**src/rtl/seg7_pkg.sv**
```systemverilog
// Shared definitions for the multiplexed 7-segment display driver.
//
// Every pattern here is active-low, with bit order g f e d c b a (bit6..bit0).
// A 0 bit lights a segment, so SEG_BLANK (all ones) turns every segment off.
package seg7_pkg;

    localparam logic [6:0] SEG_BLANK = 7'h7F;

    localparam logic [6:0] SEG_0 = 7'h40;
    localparam logic [6:0] SEG_1 = 7'h79;
    localparam logic [6:0] SEG_2 = 7'h24;
    localparam logic [6:0] SEG_3 = 7'h30;
    localparam logic [6:0] SEG_4 = 7'h19;
    localparam logic [6:0] SEG_5 = 7'h12;
    localparam logic [6:0] SEG_6 = 7'h02;
    localparam logic [6:0] SEG_7 = 7'h78;
    localparam logic [6:0] SEG_8 = 7'h00;
    localparam logic [6:0] SEG_9 = 7'h10;
    localparam logic [6:0] SEG_A = 7'h08;
    localparam logic [6:0] SEG_B = 7'h03;
    localparam logic [6:0] SEG_C = 7'h46;
    localparam logic [6:0] SEG_D = 7'h21;
    localparam logic [6:0] SEG_E = 7'h06;
    localparam logic [6:0] SEG_F = 7'h0E;

    // A digit slot is dark during its anti-ghost lead-in and lit for the rest of the slot.
    typedef enum logic {
        PHASE_DARK = 1'b0,
        PHASE_LIT  = 1'b1
    } slot_phase_e;

    // Returns the full hex glyph for a nibble.
    // Blanking codes 10..15 outside hex mode is left to the caller.
    function automatic logic [6:0] hex_pattern(input logic [3:0] nibble);
        logic [6:0] pat;
        case (nibble)
            4'h0:    pat = SEG_0;
            4'h1:    pat = SEG_1;
            4'h2:    pat = SEG_2;
            4'h3:    pat = SEG_3;
            4'h4:    pat = SEG_4;
            4'h5:    pat = SEG_5;
            4'h6:    pat = SEG_6;
            4'h7:    pat = SEG_7;
            4'h8:    pat = SEG_8;
            4'h9:    pat = SEG_9;
            4'hA:    pat = SEG_A;
            4'hB:    pat = SEG_B;
            4'hC:    pat = SEG_C;
            4'hD:    pat = SEG_D;
            4'hE:    pat = SEG_E;
            default: pat = SEG_F;
        endcase
        return pat;
    endfunction

endpackage

```
**src/rtl/seg7_decode.sv**
```systemverilog
// Combinational nibble-to-segment decoder.
//
// Ports:
//   nibble   : digit code 0..15
//   blank    : force all segments off (used for leading-zero suppression)
//   hex_mode : 1 = codes 10..15 are shown as A b C d E F, 0 = codes 10..15 are blank
//   seg      : active-low segment pattern, g f e d c b a
module seg7_decode
    import seg7_pkg::*;
(
    input  logic [3:0] nibble,
    input  logic       blank,
    input  logic       hex_mode,
    output logic [6:0] seg
);

    // Start from the hex glyph, then blank it if the caller asks.
    // Outside hex mode, codes 10..15 are blanked as well.
    always_comb begin
        seg = hex_pattern(nibble);
        if (blank || (!hex_mode && (nibble > 4'd9))) begin
            seg = SEG_BLANK;
        end
    end

endmodule

```
**src/rtl/seg7_scan_driver.sv**
```systemverilog
// Multiplexed N-digit 7-segment scan driver with a double-buffered frame.
//
// Scans one digit per refresh slot and drives a one-hot active-low anode.
// Each slot starts with a short all-dark period so the previous digit does not ghost.
// New frames are loaded into a shadow buffer and are committed only at a frame boundary,
// or at once while the display is dark, so a frame never tears.
//
// Ports:
//   clk, rst_n : clock and asynchronous active-low reset
//   enable     : 1 = scanning; 0 = display dark and scan position frozen
//   load       : one-cycle strobe that captures digits/dp_in
//   digits     : nibble k is digit k (digit 0 is the rightmost digit)
//   dp_in      : bit k is the decimal point of digit k (1 = lit)
//   lz_en      : leading-zero suppression, sampled live
//   seg, dp    : active-low segments (g..a) and active-low decimal point
//   an         : active-low one-hot anode select
//   frame_tick : one-cycle pulse after the last digit slot ends
//   pending    : the shadow buffer holds data that is not yet committed
module seg7_scan_driver
    import seg7_pkg::*;
#(
    parameter int NUM_DIGITS   = 4,
    parameter int REFRESH_DIV  = 50000,
    parameter int BLANK_CYCLES = 16,
    parameter int HEX_MODE     = 0
) (
    input  logic                    clk,
    input  logic                    rst_n,
    input  logic                    enable,
    input  logic                    load,
    input  logic [4*NUM_DIGITS-1:0] digits,
    input  logic [NUM_DIGITS-1:0]   dp_in,
    input  logic                    lz_en,
    output logic [6:0]              seg,
    output logic                    dp,
    output logic [NUM_DIGITS-1:0]   an,
    output logic                    frame_tick,
    output logic                    pending
);

    localparam int PW = $clog2(REFRESH_DIV);
    localparam int IW = $clog2(NUM_DIGITS);
    localparam logic [PW-1:0] PRESC_LAST = PW'(REFRESH_DIV - 1);
    localparam logic [IW-1:0] IDX_LAST   = IW'(NUM_DIGITS - 1);

    logic [PW-1:0]           presc;
    logic [IW-1:0]           idx;
    logic [4*NUM_DIGITS-1:0] shadow_digits;
    logic [NUM_DIGITS-1:0]   shadow_dp;
    logic [4*NUM_DIGITS-1:0] active_digits;
    logic [NUM_DIGITS-1:0]   active_dp;

    logic                    slot_last;
    logic                    frame_wrap;
    logic                    commit;
    logic [4*NUM_DIGITS-1:0] view_digits;
    logic [NUM_DIGITS-1:0]   view_dp;
    logic [NUM_DIGITS-1:0]   suppress;
    logic [3:0]              cur_nibble;
    logic [6:0]              cur_seg;
    slot_phase_e             phase;

    // Scan timing and commit decision.
    // A commit happens in the cycle where frame_tick is high, and also on any dark cycle
    // while data is pending. The commit takes effect at the end of that cycle.
    always_comb begin
        slot_last  = (presc == PRESC_LAST);
        frame_wrap = enable && slot_last && (idx == IDX_LAST);
        commit     = frame_tick || (!enable && pending);
    end

    // The digits that are displayed this cycle.
    // In a commit cycle the outgoing data is forwarded, so the first lit cycle of the new
    // frame never shows stale digits, even with no blanking lead-in.
    always_comb begin
        view_digits = active_digits;
        view_dp     = active_dp;
        if (commit) begin
            view_digits = load ? digits : shadow_digits;
            view_dp     = load ? dp_in  : shadow_dp;
        end
    end

    // Leading-zero suppression.
    // Walk down from the top digit while each nibble is zero and its decimal point is dark.
    // A lit decimal point keeps its own digit visible and stops suppression below it.
    // Digit 0 is never suppressed.
    always_comb begin : lz_chain
        logic run;
        run      = 1'b1;
        suppress = '0;
        for (int k = NUM_DIGITS - 1; k >= 0; k--) begin
            run         = run && (view_digits[4*k +: 4] == 4'd0) && !view_dp[k];
            suppress[k] = lz_en && run && (k != 0);
        end
    end

    // Select the digit for the current slot.
    // The slot is dark during the anti-ghost lead-in and whenever scanning is off.
    always_comb begin
        cur_nibble = view_digits[4*idx +: 4];
        if (!enable || (int'(presc) < BLANK_CYCLES)) begin
            phase = PHASE_DARK;
        end else begin
            phase = PHASE_LIT;
        end
    end

    seg7_decode u_decode (
        .nibble   (cur_nibble),
        .blank    (suppress[idx]),
        .hex_mode (HEX_MODE != 0),
        .seg      (cur_seg)
    );

    // Prescaler and digit index.
    // Both freeze while enable is low, so scanning resumes exactly where it stopped.
    always_ff @(posedge clk or negedge rst_n) begin
        if (!rst_n) begin
            presc <= '0;
            idx   <= '0;
        end else if (enable) begin
            if (slot_last) begin
                presc <= '0;
                idx   <= (idx == IDX_LAST) ? '0 : idx + 1'b1;
            end else begin
                presc <= presc + 1'b1;
            end
        end
    end

    // Shadow/active frame buffers.
    // A load that coincides with a commit goes straight to the active frame. The shadow
    // copy is updated too, so a later commit with nothing pending re-commits the same data.
    always_ff @(posedge clk or negedge rst_n) begin
        if (!rst_n) begin
            shadow_digits <= '0;
            shadow_dp     <= '0;
            active_digits <= '0;
            active_dp     <= '0;
            pending       <= 1'b0;
        end else begin
            if (load) begin
                shadow_digits <= digits;
                shadow_dp     <= dp_in;
            end
            if (commit) begin
                active_digits <= view_digits;
                active_dp     <= view_dp;
                pending       <= 1'b0;
            end else if (load) begin
                pending       <= 1'b1;
            end
        end
    end

    // Registered display outputs.
    // They show this cycle's slot in the next cycle, which is the one-cycle output latency.
    always_ff @(posedge clk or negedge rst_n) begin
        if (!rst_n) begin
            an         <= '1;
            seg        <= SEG_BLANK;
            dp         <= 1'b1;
            frame_tick <= 1'b0;
        end else begin
            frame_tick <= frame_wrap;
            if (phase == PHASE_LIT) begin
                an  <= ~(NUM_DIGITS'(1) << idx);
                seg <= cur_seg;
                dp  <= ~view_dp[idx];
            end else begin
                an  <= '1;
                seg <= SEG_BLANK;
                dp  <= 1'b1;
            end
        end
    end

endmodule
```
**config.mk**
```make
export PLATFORM = sky130hd
export DESIGN_NAME = seg7_scan_driver
export DESIGN_NICKNAME = d
export VERILOG_FILES = /design/src/rtl/seg7_pkg.sv /design/src/rtl/seg7_decode.sv /design/src/rtl/seg7_scan_driver.sv
export SDC_FILE = /design/constraint.sdc
export NUM_CORES = 1
export LEC_CHECK = 0
export ABC_AREA = 1
export BUFFER_PORTS_ARGS = -buffer_cell sky130_fd_sc_hd__buf_2
export CAP_MARGIN = 20
export CORE_ASPECT_RATIO = 0.7
export CORE_UTILIZATION = 30
export DETAILED_ROUTE_END_ITERATION = 10
export MAX_ROUTING_LAYER = met4
export PLACE_DENSITY_LB_ADDON = 0.25
export SYNTH_ARGS = -nofsm -noshare
export SYNTH_HDL_FRONTEND = slang
export SYNTH_SLANG_ARGS = --single-unit
```
**constraint.sdc**
```tcl
create_clock -name clk -period 4.1 [get_ports clk]
set_clock_uncertainty 0.05 [all_clocks]
set_input_delay 0.41 -clock clk [delete_from_list [all_inputs] [get_ports clk]]
set_output_delay 0.41 -clock clk [all_outputs]
set_load 0.02 [all_outputs]
```
== Word level (Yosys, flattened, before mapping) ==
Memory sizes are Yosys's and may differ from the RTL's.
Cells that the tools add are included.

* Bitwise logic cells: 2
* Equality and inequality tests: 2
* Reduce and logical (&&, ||, !) cells: 23
* $lt $le $gt $ge: 3
* Muxes and demuxes: 16
* $add $sub $neg: 2
* Shift operators: 2

{| class="wikitable"
|+ Operators with widths
! kind !! number
|-
| 16-bit two-way mux || 3
|-
| 16-bit by 1-bit adder with 16-bit output, second input constant || 1
|-
| 16-bit equality test, second input constant || 1
|-
| 16-bit by 5-bit less-than comparator with 1-bit output, second input constant || 1
|-
| 16-bit by 5-bit indexed part select with 4-bit output || 1
|-
| 7-bit two-way mux || 2
|-
| 4-bit logical NOT || 3
|-
| 4-bit two-way mux || 3
|-
| 1-bit logical AND || 11
|-
| 1-bit two-way mux || 5
|-
| 1-bit binary-select mux with 2-bit select || 2
|-
| 4-bit > comparator, second input constant || 1
|-
| 1-bit logical NOT || 4
|-
| 4-bit inverter || 1
|-
| 1-bit by 2-bit left shift with 4-bit output, first input constant || 1
|-
| 1-bit logical OR || 3
|-
| 2-bit by 3-bit less-than comparator with 1-bit output, second input constant || 1
|-
| 2-bit by 1-bit adder with 2-bit output, second input constant || 1
|-
| 2-bit equality test, second input constant || 1
|-
| 2-bit two-way mux || 1
|-
| 2-bit AND reduction || 1
|-
| 2-bit nonzero test || 1
|-
| 1-bit inverter || 1
|}

* Output and inout port bits: 14
* Flip-flop bits (word level): 72
* Logic and storage cells: 62
* Memories: 1
* Bits of input ports: 25
* Bits in read-only memories: 112

{| class="wikitable"
|+ Memory list
! name !! words !! bits a word !! read ports !! clocked after Yosys merged registers in !! write ports !! RTL line !! source
|-
| (name not given) || 16 || 7 || 1 || 0 || 0 || seg7_pkg.sv:36 || <nowiki>case (nibble)</nowiki>
|}

== Logic depth before layout (Yosys ltp) ==
* Depth after elaboration: 16
* Mapped depth: 19
* Depth with buffers taken out: 17

== Cells and area by module ==
From an unflattened synthesis, not the netlist that was laid out.

* Cell total of the unflattened synthesis: 456
* Area, all modules: 3,673.5 µm²

{| class="wikitable"
|+ Modules (own cells, without submodules)
! module !! area an instance (µm²) !! cells an instance !! instances !! sequential area each (µm²)
|-
| seg7_scan_driver || 3,325.7 || 398 || 1 || 1,816.7
|-
| seg7_decode || 347.8 || 58 || 1 || 0.0
|}

== Worst setup path before layout ==
OpenSTA, ideal clock, no wires.

* Kind: reg-to-reg
* Start point: register frame_tick
* End point: register seg[2]
* Path buffers: 1
* Clock period less this slack: 2.108 ns
* Library setup time: 0.060 ns
* Arrival time: 1.997 ns
* Required time: 3.990 ns
* Path slack: 1.992 ns
* Stages on the path, launching flop included: 17
* Cells stage by stage: dfrtp_1 -> inv_1 -> nand2_8 -> buf_12 -> nand2_4 -> nand2_4 -> nand2_1 -> nand2_1 -> inv_1 -> nand2_1 -> inv_1 -> ha_1 -> nand3_4 -> nand3_2 -> nand2_4 -> inv_2 -> nand2_1

* Word-level cells in the longest chain between the ends: 14
* Elaborated cells on any way between the ends: 25
* Those cells by class: 1 x order compare; 1 x shift; 6 x mux; 16 x reduce/logical; 1 x memory

{| class="wikitable"
|+ Ends and longest elaborated chain
! element !! RTL line !! source
|-
| start, declared || seg7_scan_driver.sv:37 || <nowiki>output logic frame_tick,</nowiki>
|-
| start signal, assigned || seg7_scan_driver.sv:166 || <nowiki>frame_tick <= frame_wrap;</nowiki>
|-
| 1-bit logical OR * || seg7_scan_driver.sv:69 || <nowiki>commit = frame_tick || (!enable && pending);</nowiki>
|-
| parallel branches: the longest is 11 deep, another holds memory read 16 x 7 bit || -- ||
|-
| 7-bit two-way mux * || seg7_decode.sv:21 || <nowiki>if (blank || (!hex_mode && (nibble > 4'd9))) begin</nowiki>
|-
| 7-bit two-way mux * || seg7_scan_driver.sv:167 || <nowiki>if (phase == PHASE_LIT) begin</nowiki>
|-
| end signal, assigned || seg7_scan_driver.sv:169 || <nowiki>seg <= cur_seg;</nowiki>
|-
| end, declared || seg7_scan_driver.sv:34 || <nowiki>output logic [6:0] seg,</nowiki>
|}

Mark *: on every way between the ends. The select of a mux whose other input is x is not followed.
A chain may end at the register's enable or synchronous reset.

== Final worst setup path ==
* Start point: register frame_tick
* End point: register seg[4]

The elaborated chain is that of the path after synthesis.

==> out/metrics.csv <==
stage,metric,value,unit
sta,fin_crit_sh,61.48,%
floorplanning,die_width,139.8,um
cts,cts_root_buffer,clkbuf_16,
cts,numCtsBuffers,9,
pwr,comb_power_share,23.5,%
worst_setup_path,start_kind,register,
flow_run,cap_viol_max_count,0,
sta,maxSlewHeadroom,42.02,%
logic_synthesis,syn_nets,526,
cts,htree_levels,3,
pwr,p_sw_share,31.43,%
worst_setup_path,required,4.32,ns
logic_synthesis,avgSynthCellArea,8.138,um^2
floorplanning,die_area,0.01376,mm^2
floorplanning,dieHeight,98.46,um
floorplanning,start_util,31.45,%
sta,max_clock_freq,0.3967,GHz
logic_synthesis,synth_top_area_share,37.65,%
logic_synthesis,synthCells,490,
pwr,switchingPower,0.7323,mW
sta,grt_setup_unrepaired,false,
sta,fin_setup_tns,0,ns
worst_setup_path,critPathKind,reg2reg,
cts,post-cts-setup-buffer-count,0,
worst_setup_path,end_kind,register,
detailed_routing,via_per_inst,4.525,
grt,grt_pass1_vias,3158,
logic_synthesis,synth_edf_count,0,
pwr,p_int,1.598,mW
grt,track_usage,14.48,%
logic_synthesis,synth_warnings,0,
cts,ctsHoldBuffers,0,
pwr,p_total,2.330,mW
status,status,"complete, no violations",
cts,clkLatencyLatePin,0.33,ns
floorplanning,io_pins,39,
cts,clk_path_buf_depth,2,
place,io_buffers,38,
pwr,p_per_area,506.5,mW/mm^2
cells_and_area,register_area,0.001817,mm^2
logic_synthesis,async_flop_share,100.0,%
logic_synthesis,ys_ff_latch,72,
sta,fin_crit,2.521,ns
pwr,power_leakage,2.383,nW
detailed_routing,drtIter0Drc,147,
detailed_routing,wl_per_cell,12.74,um
detailed_routing,drc,0,
grt,antenna_found_initial,0,
hold_path,worstHoldPathType,in2async,
logic_synthesis,synth.distinct_cells,41,
cells_and_area,drive_gt1_share,22.14,%
cells_and_area,multiInputGateArea,0.001758,mm^2
cells_and_area,nNetsFinal,564,
logic_synthesis,yosysTopAreaCell,dfrtp_1,
cts,clk_pin_slew_worst_paths,0.06,ns
sta,final-hold-violation-count,0,
cells_and_area,nFillCells,1323,
detailed_routing,antenna_left,0,
place,hpwl,6565,um
grt,grt_max_degree,39,
pwr,vdd_drop_max,0.2381,mV
cts,cts_resized,0,
logic_synthesis,synthFlopType,dfrtp_1,
logic_synthesis,synth.yosys.seq_area_share,45.56,%
pwr,seqPwrFrac,39.6,%
worst_setup_path,crit_fanout,25,
detailed_routing,num_vias,3145,
logic_synthesis,syn-cell-area,0.003988,mm^2
sta,finalMaxSlewViolations,0,
worst_setup_path,cp.arrival,2.74,ns
grt,grt_pass1_wl,15190,um
cts,cts.sinks,72,
grt,overflow,0,
cells_and_area,syn_to_final_growth,15.34,%
cells_and_area,n_antenna_cell,0,
floorplanning,rows,34,
detailed_routing,drt_pre_antenna_iters,4,
cells_and_area,final_cell_mix,"nand2_1, inv_1, dfrtp_1",
logic_synthesis,synth_area_leaders,"dfrtp_1, nand2_1, dfstp_2",
place,gp_congestion,0.8459,
sta,tightest_slew,0.8697,ns
cts,cts_tree,built,
detailed_routing,wirelength,8852,um
sta,setup_viol,0,
floorplanning,fp.coreArea,0.01268,mm^2
cells_and_area,layout_commonest_cell,nand2_1,
pwr,clkPwrFrac,36.9,%
==> critical path, stage by stage (launching register included) <==
cell and delay (ns):
dfrtp_1 0.41, inv_1 0.41, nand2_8 0.22, nand2_1 0.15, nand3_1 0.11, nand2_1 0.10
inv_1 0.04, nand2_1 0.15, inv_1 0.11, ha_1 0.26, nand3_4 0.11, nand3_2 0.12
nand2_4 0.11, inv_2 0.04, nand2_1 0.06
==> cell families after synthesis <==
group | share of synthesized area (%)
XOR/XNOR | 1.318
AND/OR/NAND/NOR | 35.02
buffers and inverters | 10.35
flip-flops | 45.56
adder cells (fa/ha/maj) | 3.451
AO/OA/AOI/OAI | 4.299
==> power by group through the flow <==
stage | logic, mW | registers (mW) | clock network, mW
2_1_floorplan | 0.407 | 0.941 | 0
3_3_place_gp | 0.538 | 0.931 | 0
3_5_place_dp | 0.549 | 0.934 | 0
4_1_cts | 0.552 | 0.922 | 0.889
5_1_grt | 0.627 | 0.939 | 0.917
6_report | 0.548 | 0.922 | 0.860
==> flip-flops by register name, summed over array words and instances (netlist names) <==
register / count
active_digits: 16
active_dp: 4
an: 4
dp: 1
frame_tick: 1
idx: 2
pending: 1
presc: 16
seg: 7
shadow_digits: 16
shadow_dp: 4
==> per-layer routing <==
metal | GRT usage [%] | vias up | share of wire (%) | wire, um
li1 | - | 1603 | - | -
met1 | 20.15 | 1488 | 53 | 4716
met2 | 20.96 | 52 | 42 | 3760
met3 | 3.644 | 2 | 4.0 | 354
met4 | 3.550 | 0 | 0.24 | 21
met5 | - | - | 0 | 0
==> synthesized netlist by cell type (2+ instances only) <==
master / count
a21oi_1: 8
a31oi_1: 4
buf_2: 2
buf_4: 4
buf_6: 4
dfrtp_1: 60
dfstp_2: 12
ha_1: 11
inv_1: 66
inv_2: 4
nand2_1: 153
nand2_2: 15
nand2_4: 7
nand3_1: 43
nand3_2: 10
nand3_4: 2
nand3b_1: 3
nand4_1: 7
nor2_1: 31
nor2_2: 3
nor3_1: 7
o21ai_0: 7
o21ai_1: 5
xor2_1: 5
==> stage by stage <==
stage | area [um^2] | std cells | setup slack [ns] | hold WS (ns) | utilization (%)
6_report | 4599 | 695 | 1.579 | 0.1465 | 36.28
5_1_grt | 4599 | 695 | 1.294 | 0.2208 | 36.28
4_1_cts | 4599 | 695 | 1.552 | 0.1740 | 36.28
3_5_place_dp | 4268 | 679 | 1.408 | 0.4071 | 33.67
3_3_place_gp | 4268 | 679 | 1.497 | 0.4052 | 33.67
2_1_floorplan | 3988 | 490 | 1.992 | 0.06441 | -
==> final timing paths <==
check | endpoint | slack, ns | cells past startpoint | startpoint
worst min register to register | shadow_digits[15] | 0.42 | 2 | shadow_digits[15]
worst max register to register | seg[4] | 1.58 | 14 | frame_tick
min in group clk | shadow_digits[15] | 0.26 | 3 | digits[15]
worst min-delay path | shadow_digits[8] | 0.15 | 1 | rst_n
worst max-delay path | seg[4] | 1.58 | 14 | frame_tick
max in group asynchronous | an[3] | 2.83 | 2 | rst_n
==> area by class of cell <==
cell class                 instances  share of cell area [%]
sequential                        72                   39.50
multi-input combinational        332                   38.22
inverter                          74                   6.366
clock buffer                      11                   5.495
tap                              162                   4.407
timing repair buffer              39                   4.298
clock inverter                     5                   1.714
No activity file was read; power rests on OpenSTA's default activity.
